File: src/rtl/colocar_bombas.sv
// rtl/colocar_bombas.sv - minesweeper board generator: clears an 8x8 board and scatters bombs via an LFSR
module colocar_bombas #(
  parameter logic [7:0] SEED = 8'hA5
) (
  input  logic                  clock,
  input  logic                  reset,
  input  logic                  start,
  input  logic [5:0]            num_bombs,
  input  logic [2:0]            safe_row,
  input  logic [2:0]            safe_col,
  output logic [7:0][7:0][3:0]  matrizBombastic,
  output logic                  busy,
  output logic                  done
);

  typedef enum logic [1:0] {
    S_IDLE,
    S_CLEAR,
    S_PLACE,
    S_DONE
  } state_t;

  state_t      r_state;
  state_t      w_next;
  logic [7:0]  r_lfsr;
  logic [63:0] r_mask;
  logic [5:0]  r_count;
  logic [5:0]  r_nb;
  logic [2:0]  r_sr;
  logic [2:0]  r_sc;

  // Cells are only ever 0 or 15, so the board is kept as a one-bit-per-cell mask.
  logic [5:0]  w_idx;
  logic        w_hit_safe;
  logic        w_accept;
  logic [5:0]  w_count_inc;
  logic        w_take_start;

  assign w_idx        = r_lfsr[5:0];
  assign w_hit_safe   = (w_idx == {r_sr, r_sc});
  assign w_accept     = (r_state == S_PLACE) && !r_mask[w_idx] && !w_hit_safe;
  assign w_count_inc  = r_count + 6'd1;
  assign w_take_start = start && ((r_state == S_IDLE) || (r_state == S_DONE));

  // LFSR free-runs in every state so the board depends on when start arrives.
  always_ff @(posedge clock) begin
    if (reset) begin
      r_lfsr <= SEED;
    end else begin
      r_lfsr <= {r_lfsr[6:0], r_lfsr[7] ^ r_lfsr[5] ^ r_lfsr[4] ^ r_lfsr[3]};
    end
  end

  // State register.
  always_ff @(posedge clock) begin
    if (reset) begin
      r_state <= S_IDLE;
    end else begin
      r_state <= w_next;
    end
  end

  // Next-state logic; start is honoured only when no board is being built.
  always_comb begin
    w_next = r_state;
    case (r_state)
      S_IDLE:  if (start) w_next = S_CLEAR;
      S_CLEAR: w_next = (r_nb == 6'd0) ? S_DONE : S_PLACE;
      S_PLACE: if (w_accept && (w_count_inc == r_nb)) w_next = S_DONE;
      S_DONE:  if (start) w_next = S_CLEAR;
      default: w_next = S_IDLE;
    endcase
  end

  // Request parameters are captured once so later input changes cannot disturb a build.
  always_ff @(posedge clock) begin
    if (reset) begin
      r_nb <= 6'd0;
      r_sr <= 3'd0;
      r_sc <= 3'd0;
    end else if (w_take_start) begin
      r_nb <= num_bombs;
      r_sr <= safe_row;
      r_sc <= safe_col;
    end
  end

  // Board and placed counter: wiped in CLEAR, one accepted candidate per PLACE cycle.
  always_ff @(posedge clock) begin
    if (reset) begin
      r_mask  <= 64'd0;
      r_count <= 6'd0;
    end else if (r_state == S_CLEAR) begin
      r_mask  <= 64'd0;
      r_count <= 6'd0;
    end else if (w_accept) begin
      r_mask[w_idx] <= 1'b1;
      r_count       <= w_count_inc;
    end
  end

  assign busy = (r_state == S_CLEAR) || (r_state == S_PLACE);
  assign done = (r_state == S_DONE);

  for (genvar gr = 0; gr < 8; gr++) begin : g_row
    for (genvar gc = 0; gc < 8; gc++) begin : g_col
      assign matrizBombastic[gr][gc] = r_mask[gr*8+gc] ? 4'hF : 4'h0;
    end
  end

endmodule
File: config.mk
export PLATFORM = sky130hd
export DESIGN_NAME = colocar_bombas
export DESIGN_NICKNAME = d
export VERILOG_FILES = /design/src/rtl/colocar_bombas.sv
export SDC_FILE = /design/constraint.sdc
export NUM_CORES = 1
export LEC_CHECK = 0
export ABC_AREA = 0
export BUFFER_PORTS_ARGS = -buffer_cell sky130_fd_sc_hd__buf_2
export CAP_MARGIN = 20
export CORE_MARGIN = 5
export CORE_UTILIZATION = 42
export DETAILED_ROUTE_END_ITERATION = 10
export GPL_ROUTABILITY_DRIVEN = 0
export PLACE_DENSITY = 0.77
export SLEW_MARGIN = 5
export SYNTH_ARGS = -nofsm -noshare
export SYNTH_HDL_FRONTEND = slang
export SYNTH_SLANG_ARGS = --single-unit
File: constraint.sdc
create_clock -name clock -period 2.3 [get_ports clock]
set_clock_uncertainty 0.1 [all_clocks]
set_input_delay 0.69 -clock clock [delete_from_list [all_inputs] [get_ports clock]]
set_output_delay 0.69 -clock clock [all_outputs]
set_load 0.03 [all_outputs]
==> out/metrics.cfg <==
[critical_path]
critPathTopFamily=compound AO/OA/AOI/OAI gates
r2r_setup_slack_ns=-0.31
critPathCaptureType=flop
startpoint_type=flop
critPathSlowestCell=dfxtp_4
arrival_ns=2.79
reg2reg_from=r_lfsr[1]$_SDFF_PP0_
critical_path_buf_inv_count=3
worstPathCellList=buf_6 > mux2_4 > a221o_1 > a221oi_2 > a311o_1 > and4_4 > buf_12 > clkbuf_16 > a31oi_1 > nor2_1
critPathMaxFanout=6
reg2reg_depth=10
regToRegEndpoint=r_mask[39]$_SDFFE_PP0P_
critical_path_required_ns=2.48
slowest_delay_ns=0.40
path_class=flop to flop

[grt]
grt_pass1_wl_um=24670
track_usage_pct=19.17
grt_pass1_vias=4499
antenna_found_initial=0
grt_max_degree=67
grt_overflow=0

[detailed_routing]
met1_length_um=6790
viasPerCell=5.229
wl_met2_um=8836
ant_nets=0
num_vias=5224
wl_met3_um=1758
drcViolationCount=0
firstDrtPassIters=7
drt-initial-drc-count=387
wl_per_cell_um=18.12
wl_um=18100
top_layer=met4

[cells_and_area]
final_layout_size_suffix_gt1_share_pct=54.80
antenna_cells=0
final_nets=838
final_cell_area_um2=7193
fillerInstances=1131
area_growth_syn_to_layout_pct=28.41

[floorplanning]
io_pins=273
die_area_um2=15750
core_area_um2=13140
die_y_um=125.5
rows=42
die_x_um=125.5
start_util_pct=42.64

[synth]
netlist_top_cells_area=dfxtp_1, buf_4, a31oi_1, nor2_1, buf_6
synth_edf_count=0
syn-num-nets=688
synthXorXnorAreaFrac_pct=2.814
synth-simple-area-share_pct=14.43
synth_top_family_by_area=buffers and inverters
synthTopCellsByCount=buf_4, dfxtp_1, nor2_1
synth_top_flop_cell=dfxtp_1
synth_cell_types=53
yosysTopAreaCell=dfxtp_1
syn-cell-area_um2=5602
synth_compound_area_share_pct=14.21
synthMuxAreaShare_pct=3.641
synth.most_common_cell=buf_4
async_flop_share_pct=0
synth_cells=668
avgSynthCellArea_um2=8.386
synth_top_area_share_pct=32.88
ys_seq_area_share_pct=32.88
synth_seq_cells=92
synth_adder_area_share_pct=1.117
yosysWarnings=0

[outcome]
status=complete, but fails checks
violations=setup timing

[timing]
fin_ws_ns=-0.3054
fin_crit_sh_pct=113.3
report.final.slew_viol_count=0
worstMarginPinSlew_ns=0.8762
setup_viol=72
max_freq_mhz=383.8
period_needed_ns=2.605
hold_viol=0
rsz0062_at_grt=true
slew_headroom_pct=41.37
totalNegativeSetupSlack_ns=-15.53

[pwr]
power_density_nw_per_um2=722.9
clkPwrFrac_pct=27.8
p_int_uw=3306
swShare_pct=36.42
power_switching_uw=1894
p_comb_share_pct=37.9
peakVddDrop_mv=0.9696
p_leak_uw=0.003719
p_seq_share_pct=34.3

[job]
cap_violations=0

[clock_tree]
root_buffer=clkbuf_16
clock_sinks=92
clk_path_buf_depth=2
clkTransAtPathRegs_ns=0.07
clkLatencyLatePin_ns=0.36
cts_tree=yes
hold_buffers=0
h-tree-depth=3
cts_buffers=9

[place]
postPlaceCellArea_um2=6118
portBuffers=272
dpl.hpwl_um=11780

[worst_hold_path]
hp-start=r_lfsr[6]$_SDFF_PP0_
hold_path_class=flop to flop
hold_depth=1
hold_end=r_lfsr[7]$_SDFF_PP1_

==> layout make-up <==
cell class	count	area, µm²	share of cell area [%]
Clock buffer	9	225.2	3.131
Tap cell	176	220.2	3.061
Inverter	6	26.28	0.3653
Sequential cell	92	1851	25.73
Timing Repair Buffer	372	2386	33.17
Multi-Input combinational cell	337	2427	33.75
Clock inverter	7	57.56	0.8001
==> worst register-to-register path, delay by kind of cell (launching register included) <==
kind,cells,cell delay (ns)
flip-flops,1,0.40
AO/OA/AOI/OAI,4,0.86
AND/OR/NAND/NOR,2,0.46
buffers and inverters,3,0.43
multiplexers,1,0.28
==> stage by stage <==
stage | instances | util, % | worst slack [ns] | hold slack [ns] | total power, µW
2_1_floorplan | 668 | - | 0.01313 | 0.2895 | 2778
3_3_place_gp | 962 | 46.57 | -0.1832 | 0.2923 | 3092
3_5_place_dp | 962 | 46.57 | -0.2235 | 0.2963 | 3107
4_1_cts | 989 | 50.55 | -0.06708 | 0.3106 | 4728
5_1_grt | 999 | 54.75 | -0.3492 | 0.3481 | 5397
6_report | 999 | 54.75 | -0.3054 | 0.3086 | 5200
==> power by group through the flow <==
stage	Clock (µW)	Sequential, µW	Combinational, µW
3_3_place_gp	0	1800	1290
5_1_grt	1530	1790	2080
2_1_floorplan	0	1790	990
3_5_place_dp	0	1810	1300
4_1_cts	1440	1780	1510
6_report	1450	1780	1970
==> worst max path at each step <==
stage / cells after the start / endpoint / slack, ns / startpoint
2_1_floorplan: 7 / r_state[1]$_SDFFE_PP0P_ / 0.01 / r_mask[36]$_SDFFE_PP0P_
3_3_place_gp: 9 / r_count[2]$_SDFFE_PP0P_ / -0.18 / r_lfsr[0]$_SDFF_PP1_
3_5_place_dp: 9 / r_state[0]$_SDFFE_PP0P_ / -0.22 / r_lfsr[1]$_SDFF_PP0_
4_1_cts: 7 / r_state[0]$_SDFFE_PP0P_ / -0.07 / r_lfsr[1]$_SDFF_PP0_
5_1_grt: 10 / r_mask[39]$_SDFFE_PP0P_ / -0.35 / r_lfsr[1]$_SDFF_PP0_
6_report: 10 / r_mask[39]$_SDFFE_PP0P_ / -0.31 / r_lfsr[1]$_SDFF_PP0_
==> sequential cells by signal, summed over array words and instances, names as in the netlist <==
signal	cells
r_state	2
r_sc	3
r_sr	3
r_nb	6
r_mask	64
r_count	6
r_lfsr	8
==> logic make-up after synthesis <==
kind of cell | Yosys count
muxes | 17
and+or+nand+nor | 176
xor gates and xnor gates | 18
adders and majority gates | 5
buffers and inverters | 239
DFF | 92
AOI/OAI and AO/OA | 121
==> routing by layer <==
layer | vias to the layer above | global-route usage [%]
li1 | 2393 | -
met1 | 2452 | 24.30
met2 | 316 | 32.72
met3 | 63 | 3.369
met4 | 0 | 6.824
met5 | - | 0
==> layout by cell type (no fill, tap or decap), types with 7 or more instances in the layout <==
cell,instances
xnor2_1,7
a31oi_1,43
clkbuf_16,14
buf_6,9
dfxtp_1,89
nand2_1,35
a31oi_4,17
buf_2,271
xor2_1,10
buf_12,7
nand3_1,8
a21oi_1,17
mux2i_1,11
nor2_1,83
buf_4,74
==> what timing repair did <==
action / 4_1_cts / 5_1_grt
setup endpoints to repair: 72 / 73
resized for setup: 27 / 57
hold endpoints to repair: 0 / 0
cloned: 3 / 7
pin swaps: 22 / 17
buffers inserted: 8 / 6
(Power assumes the default switching activity.)
